`src/rtl/str_pkg.sv`:
```
// rtl/str_pkg.sv - shared widths, terminator and state encoding for the string loader
//
// Purpose : constants shared by str_byte_loader and the 128-bit string register.
// Contents: WORD_WIDTH, STR_WIDTH, STR_BYTES, TERM_CHAR, counter width,
//           state encoding localparams and the loader state type.
package str_pkg;

  localparam int WORD_WIDTH = 8;
  localparam int STR_WIDTH  = 128;
  localparam int STR_BYTES  = STR_WIDTH / WORD_WIDTH;
  localparam int CNT_W      = 5;

  localparam logic [WORD_WIDTH-1:0] TERM_CHAR   = 8'h00;
  localparam logic [CNT_W-1:0]      STR_BYTES_C = CNT_W'(STR_BYTES);

  localparam logic [2:0] ST_IDLE  = 3'd0;
  localparam logic [2:0] ST_CLEAR = 3'd1;
  localparam logic [2:0] ST_RECV  = 3'd2;
  localparam logic [2:0] ST_ALIGN = 3'd3;
  localparam logic [2:0] ST_DONE  = 3'd4;

  typedef enum logic [2:0] {
    S_IDLE  = ST_IDLE,
    S_CLEAR = ST_CLEAR,
    S_RECV  = ST_RECV,
    S_ALIGN = ST_ALIGN,
    S_DONE  = ST_DONE
  } state_t;

endpackage

```
`src/rtl/str_byte_loader.sv`:
```
// rtl/str_byte_loader.sv - byte-stream feeder building a right-aligned string in the string register
//
// Purpose : accepts characters over a valid/ready handshake and drives the string
//           register's clear / word_load / rshift controls so that, when done pulses,
//           char k sits in register byte k and all unused upper bytes are 0x00.
// Ports   : clk, rst_n (async active-low)
//           start                       begin a new string (sampled only in IDLE)
//           byte_in, byte_valid         incoming character stream
//           byte_ready                  high only in RECV
//           str_clr                     register clear (str_load with zero data)
//           word_out, word_load, rshift register word input and controls
//           busy                        high outside IDLE
//           done                        one-cycle completion pulse
//           len                         stored character count, 0..16
module str_byte_loader
  import str_pkg::*;
(
  input  logic                  clk,
  input  logic                  rst_n,
  input  logic                  start,
  input  logic [WORD_WIDTH-1:0] byte_in,
  input  logic                  byte_valid,
  output logic                  byte_ready,
  output logic                  str_clr,
  output logic [WORD_WIDTH-1:0] word_out,
  output logic                  word_load,
  output logic                  rshift,
  output logic                  busy,
  output logic                  done,
  output logic [CNT_W-1:0]      len
);

  state_t           state;
  logic [CNT_W-1:0] cnt;
  logic [CNT_W-1:0] cnt_inc;
  logic             xfer;
  logic             is_term;

  assign xfer    = (state == S_RECV) && byte_valid;
  assign is_term = (byte_in == TERM_CHAR);
  assign cnt_inc = cnt + CNT_W'(1);

  // Status and clear come straight off the state register.
  assign byte_ready = (state == S_RECV);
  assign str_clr    = (state == S_CLEAR);
  assign busy       = (state != S_IDLE);
  assign done       = (state == S_DONE);
  assign word_out   = byte_in;

  // A stored character is loaded into the register's top byte and shifted down in
  // the same cycle, so the string accumulates in the upper bytes; ALIGN then shifts
  // the remaining (16 - cnt) positions to bring char 0 down to byte 0.
  assign word_load = xfer && !is_term;
  assign rshift    = word_load || (state == S_ALIGN);

  always_ff @(posedge clk or negedge rst_n) begin
    if (!rst_n) begin
      state <= S_IDLE;
      cnt   <= '0;
      len   <= '0;
    end else begin
      case (state)
        S_IDLE: begin
          if (start) begin
            state <= S_CLEAR;
            cnt   <= '0;
          end
        end
        S_CLEAR: state <= S_RECV;
        S_RECV: begin
          if (xfer) begin
            if (!is_term) begin
              cnt <= cnt_inc;
              // Full string: already aligned, no ALIGN pass needed.
              if (cnt_inc == STR_BYTES_C) begin
                len   <= cnt_inc;
                state <= S_DONE;
              end
            end else begin
              len <= cnt;
              if (cnt == STR_BYTES_C) begin
                state <= S_DONE;
              end else begin
                // Counter is reused as the ALIGN down-counter: 16 - cnt shifts remain.
                cnt   <= STR_BYTES_C - cnt;
                state <= S_ALIGN;
              end
            end
          end
        end
        S_ALIGN: begin
          cnt <= cnt - CNT_W'(1);
          if (cnt <= CNT_W'(1)) state <= S_DONE;
        end
        S_DONE:  state <= S_IDLE;
        default: state <= S_IDLE;
      endcase
    end
  end

endmodule

```
`config.mk`:
```
export PLATFORM = sky130hd
export DESIGN_NAME = str_byte_loader
export DESIGN_NICKNAME = d
export VERILOG_FILES = /design/src/rtl/str_pkg.sv /design/src/rtl/str_byte_loader.sv
export SDC_FILE = /design/constraint.sdc
export NUM_CORES = 1
export LEC_CHECK = 0
export ABC_AREA = 0
export CELL_PAD_IN_SITES_DETAIL_PLACEMENT = 1
export CELL_PAD_IN_SITES_GLOBAL_PLACEMENT = 1
export CORE_MARGIN = 2
export CORE_UTILIZATION = 38
export DETAILED_ROUTE_END_ITERATION = 7
export HOLD_SLACK_MARGIN = 0.08
export PLACE_DENSITY = 0.86
export SKIP_CTS_REPAIR_TIMING = 1
export SYNTH_ARGS = -nofsm -noshare
export SYNTH_HDL_FRONTEND = slang
export SYNTH_SLANG_ARGS = --single-unit
```
`constraint.sdc`:
```
create_clock -name clk -period 5.88 [get_ports clk]
set_input_delay 0.882 -clock clk [delete_from_list [all_inputs] [get_ports clk]]
set_output_delay 0.882 -clock clk [all_outputs]
set_load 0.03 [all_outputs]
```
==> results.yml <==
logic_synthesis:
  synth_cells: 139
  yosysWarnings: 0
  async_flop_share: 1.00
  syn_area_sq_mm: 0.00115
  syn_area_per_cell_sq_um: 8.29
  ys.flop_type: "dfrtp_1"
  yosysUniqueCellTypes: 46
  synth_edf_count: 0
  ys_ff_latch: 13
  synth_nets: 157
  ys_seq_area_frac: 0.282
placement:
  dp_cells: 184
  routabilityCongestion: 0.837
  io_buffers: 30
  place_hpwl_mm: 2.53
  dpl_worst_slack_ns: 2.17
  placed_cell_area_sq_mm: 0.00136
setup_path:
  rrSetupSlack_ns: 3.55
  reg2reg_depth: 6
  crit_path_end_kind: "primary output"
  rr_startpoint: "cnt[0]"
  r2r-end: "len[4]"
  crit_type: "in2out"
  crit_fanout: 13
  start_kind: "input port"
  crit_required_ns: 5.00
  arrival_ns: 2.82
finish:
  final_cells: 188
  stdcell_area_sq_mm: 0.00139
  syn_to_final_growth_pct: 20.4
  fillers: 353
  drive_above_1_share: 0.0892
  nets: 176
  antenna_cells: 0
timing:
  timing.fmax_ghz: 0.270
  fin_crit_ns: 3.70
  worst_slew_margin_rel: 0.575
  drv_slew: 0
  whs_ns: 0.502
  rsz0062_at_grt: "false"
  timing.final.crit_share: 0.630
  worst_pin_slew_ns: 0.636
  fin_skew_ns: 0.0114
  hold_viol_final: 0
  setup_viol: 0
  finalSetupTns_ns: 0
  fin_ws_ns: 2.18
outcome:
  outcome: "finished clean"
run:
  maxCapViolCount: 0
routing:
  drc_errors: 0
  postRouteAntennaNets: 0
  vias: 1106
  viasPerCell: 5.88
  drtPass1Iterations: 4
  drt_wl_total_mm: 3.27
  wl_per_cell_um: 17.4
  drt_iter0_drc: 23
global_route:
  grt_util_met3: 0.0524
  grt_pass1_vias: 1184
  grt_max_degree: 18
  grt_util_met1: 0.269
  busiest_layer: "met2"
  antenna_found_initial: 0
  grt_usage: 0.211
  use_met2: 0.337
  grt_overflow: 0
  grt_pass1_wl_mm: 5.54
power_and_ir_drop:
  power.leakage_nw: 0.556
  power.density_mw_per_mm2: 484
  ir_drop_uv: 206
clock_tree:
  clk-insertion-delay-late_ns: 0.29
  h-tree-depth: 1
  numClockSinks: 13
  numCtsBuffers: 3
  clk_pin_slew_ns: 0.07
  cts-root-buf: "clkbuf_4"
  cts_max_path_buffers: 2
  cts_tree: "done"
worst_hold_path:
  hp-class: "reg2reg"
  min_delay_path_depth: 1
  min_to: "len[2]"
  hp-start: "len[2]"
floorplanning:
  ioPinCount: 31
  rows: 19
  initial_core_util: 0.407
  core_sq_mm: 0.00283
  fp.dieH_um: 59.1
  die_width_um: 59.1
  dieArea_sq_mm: 0.00349
## kinds of logic after synthesis
kind of cell | count (synthesis) | synth area share
compound gates | 43 | 0.249
xor+xnor | 1 | 0.00760
mux | 1 | 0.00977
flops | 13 | 0.282
fa+ha+maj | 6 | 0.0651
simple gates | 52 | 0.251
buf+inv | 23 | 0.136
## worst max path at each step
stage,startpoint,end,slack [ns],cells after the start
6_report,byte_in[5],rshift,2.18,6
3_3_place_gp,byte_in[5],rshift,2.23,6
5_1_grt,byte_in[5],rshift,2.04,6
4_1_cts,byte_in[5],rshift,2.15,6
2_1_floorplan,byte_in[1],rshift,3.29,4
3_5_place_dp,byte_in[5],rshift,2.17,6
## cell usage after synthesis, types with 5 or more instances
cell / n / area share
o21ai_0: 8 / 0.035
a31oi_1: 5 / 0.027
nand2_1: 14 / 0.046
buf_4: 8 / 0.052
inv_1: 6 / 0.020
dfrtp_1: 13 / 0.28
a21oi_1: 10 / 0.043
nand3_1: 7 / 0.030
ha_1: 6 / 0.065
nor2_1: 11 / 0.036
buf_6: 5 / 0.049
## cells in the final DEF, fill, tap and decap left out, drive strengths merged, types with 2 or more instances in the layout
cell,count
a21oi,10
nand2,15
nor4,2
o32a,2
inv,7
clkdlybuf4s50,30
dfrtp,13
a31oi,5
or4,3
clkbuf,4
nor2,11
nor3,3
o211ai,2
o31ai,2
ha,6
a2bb2oi,2
o21ai,9
and2,4
and3,2
nand3,8
## metrics by stage
stage / power (W) / util
6_report: 0.000672 / 0.490
5_1_grt: 0.000724 / 0.490
4_1_cts: 0.000675 / 0.490
3_5_place_dp: 0.000612 / 0.481
3_3_place_gp: 0.000596 / 0.481
2_1_floorplan: 0.000493 / -
## critical path, stage by stage
cell and delay (ns):
clkdlybuf4s50_1 0.44, nor4_2 0.30, nand2_1 0.34, nand2_2 0.17, o21ai_0 0.09, clkdlybuf4s50_1 0.60
## metal layers
| metal | up-vias | share of wire |
|---|---|---|
| met4 | 0 | 0.020 |
| met2 | 20 | 0.46 |
| met1 | 543 | 0.49 |
| met5 | - | 0 |
| met3 | 8 | 0.031 |
| li1 | 535 | - |
## final cells by class
cell class                 count  area (sq um)  area share
clock buffer                   4          26.3      0.0189
inverter                       7          26.3      0.0189
multi-input combinational    103           671       0.483
sequential                    13           325       0.234
tap                           31          38.8      0.0280
timing repair buffer          30           300       0.216
## report_power, final
part	total [W]	internal [W]	switching, W
registers	0.000192	0.000122	0.0000703
logic	0.000422	0.000173	0.000249
clock network	0.0000573	0.0000264	0.0000310
## flip-flops by register name (all words and copies together), names as in the netlist
register / flops
cnt: 5
len: 5
state: 3
Power figures use the tool's default switching activity.
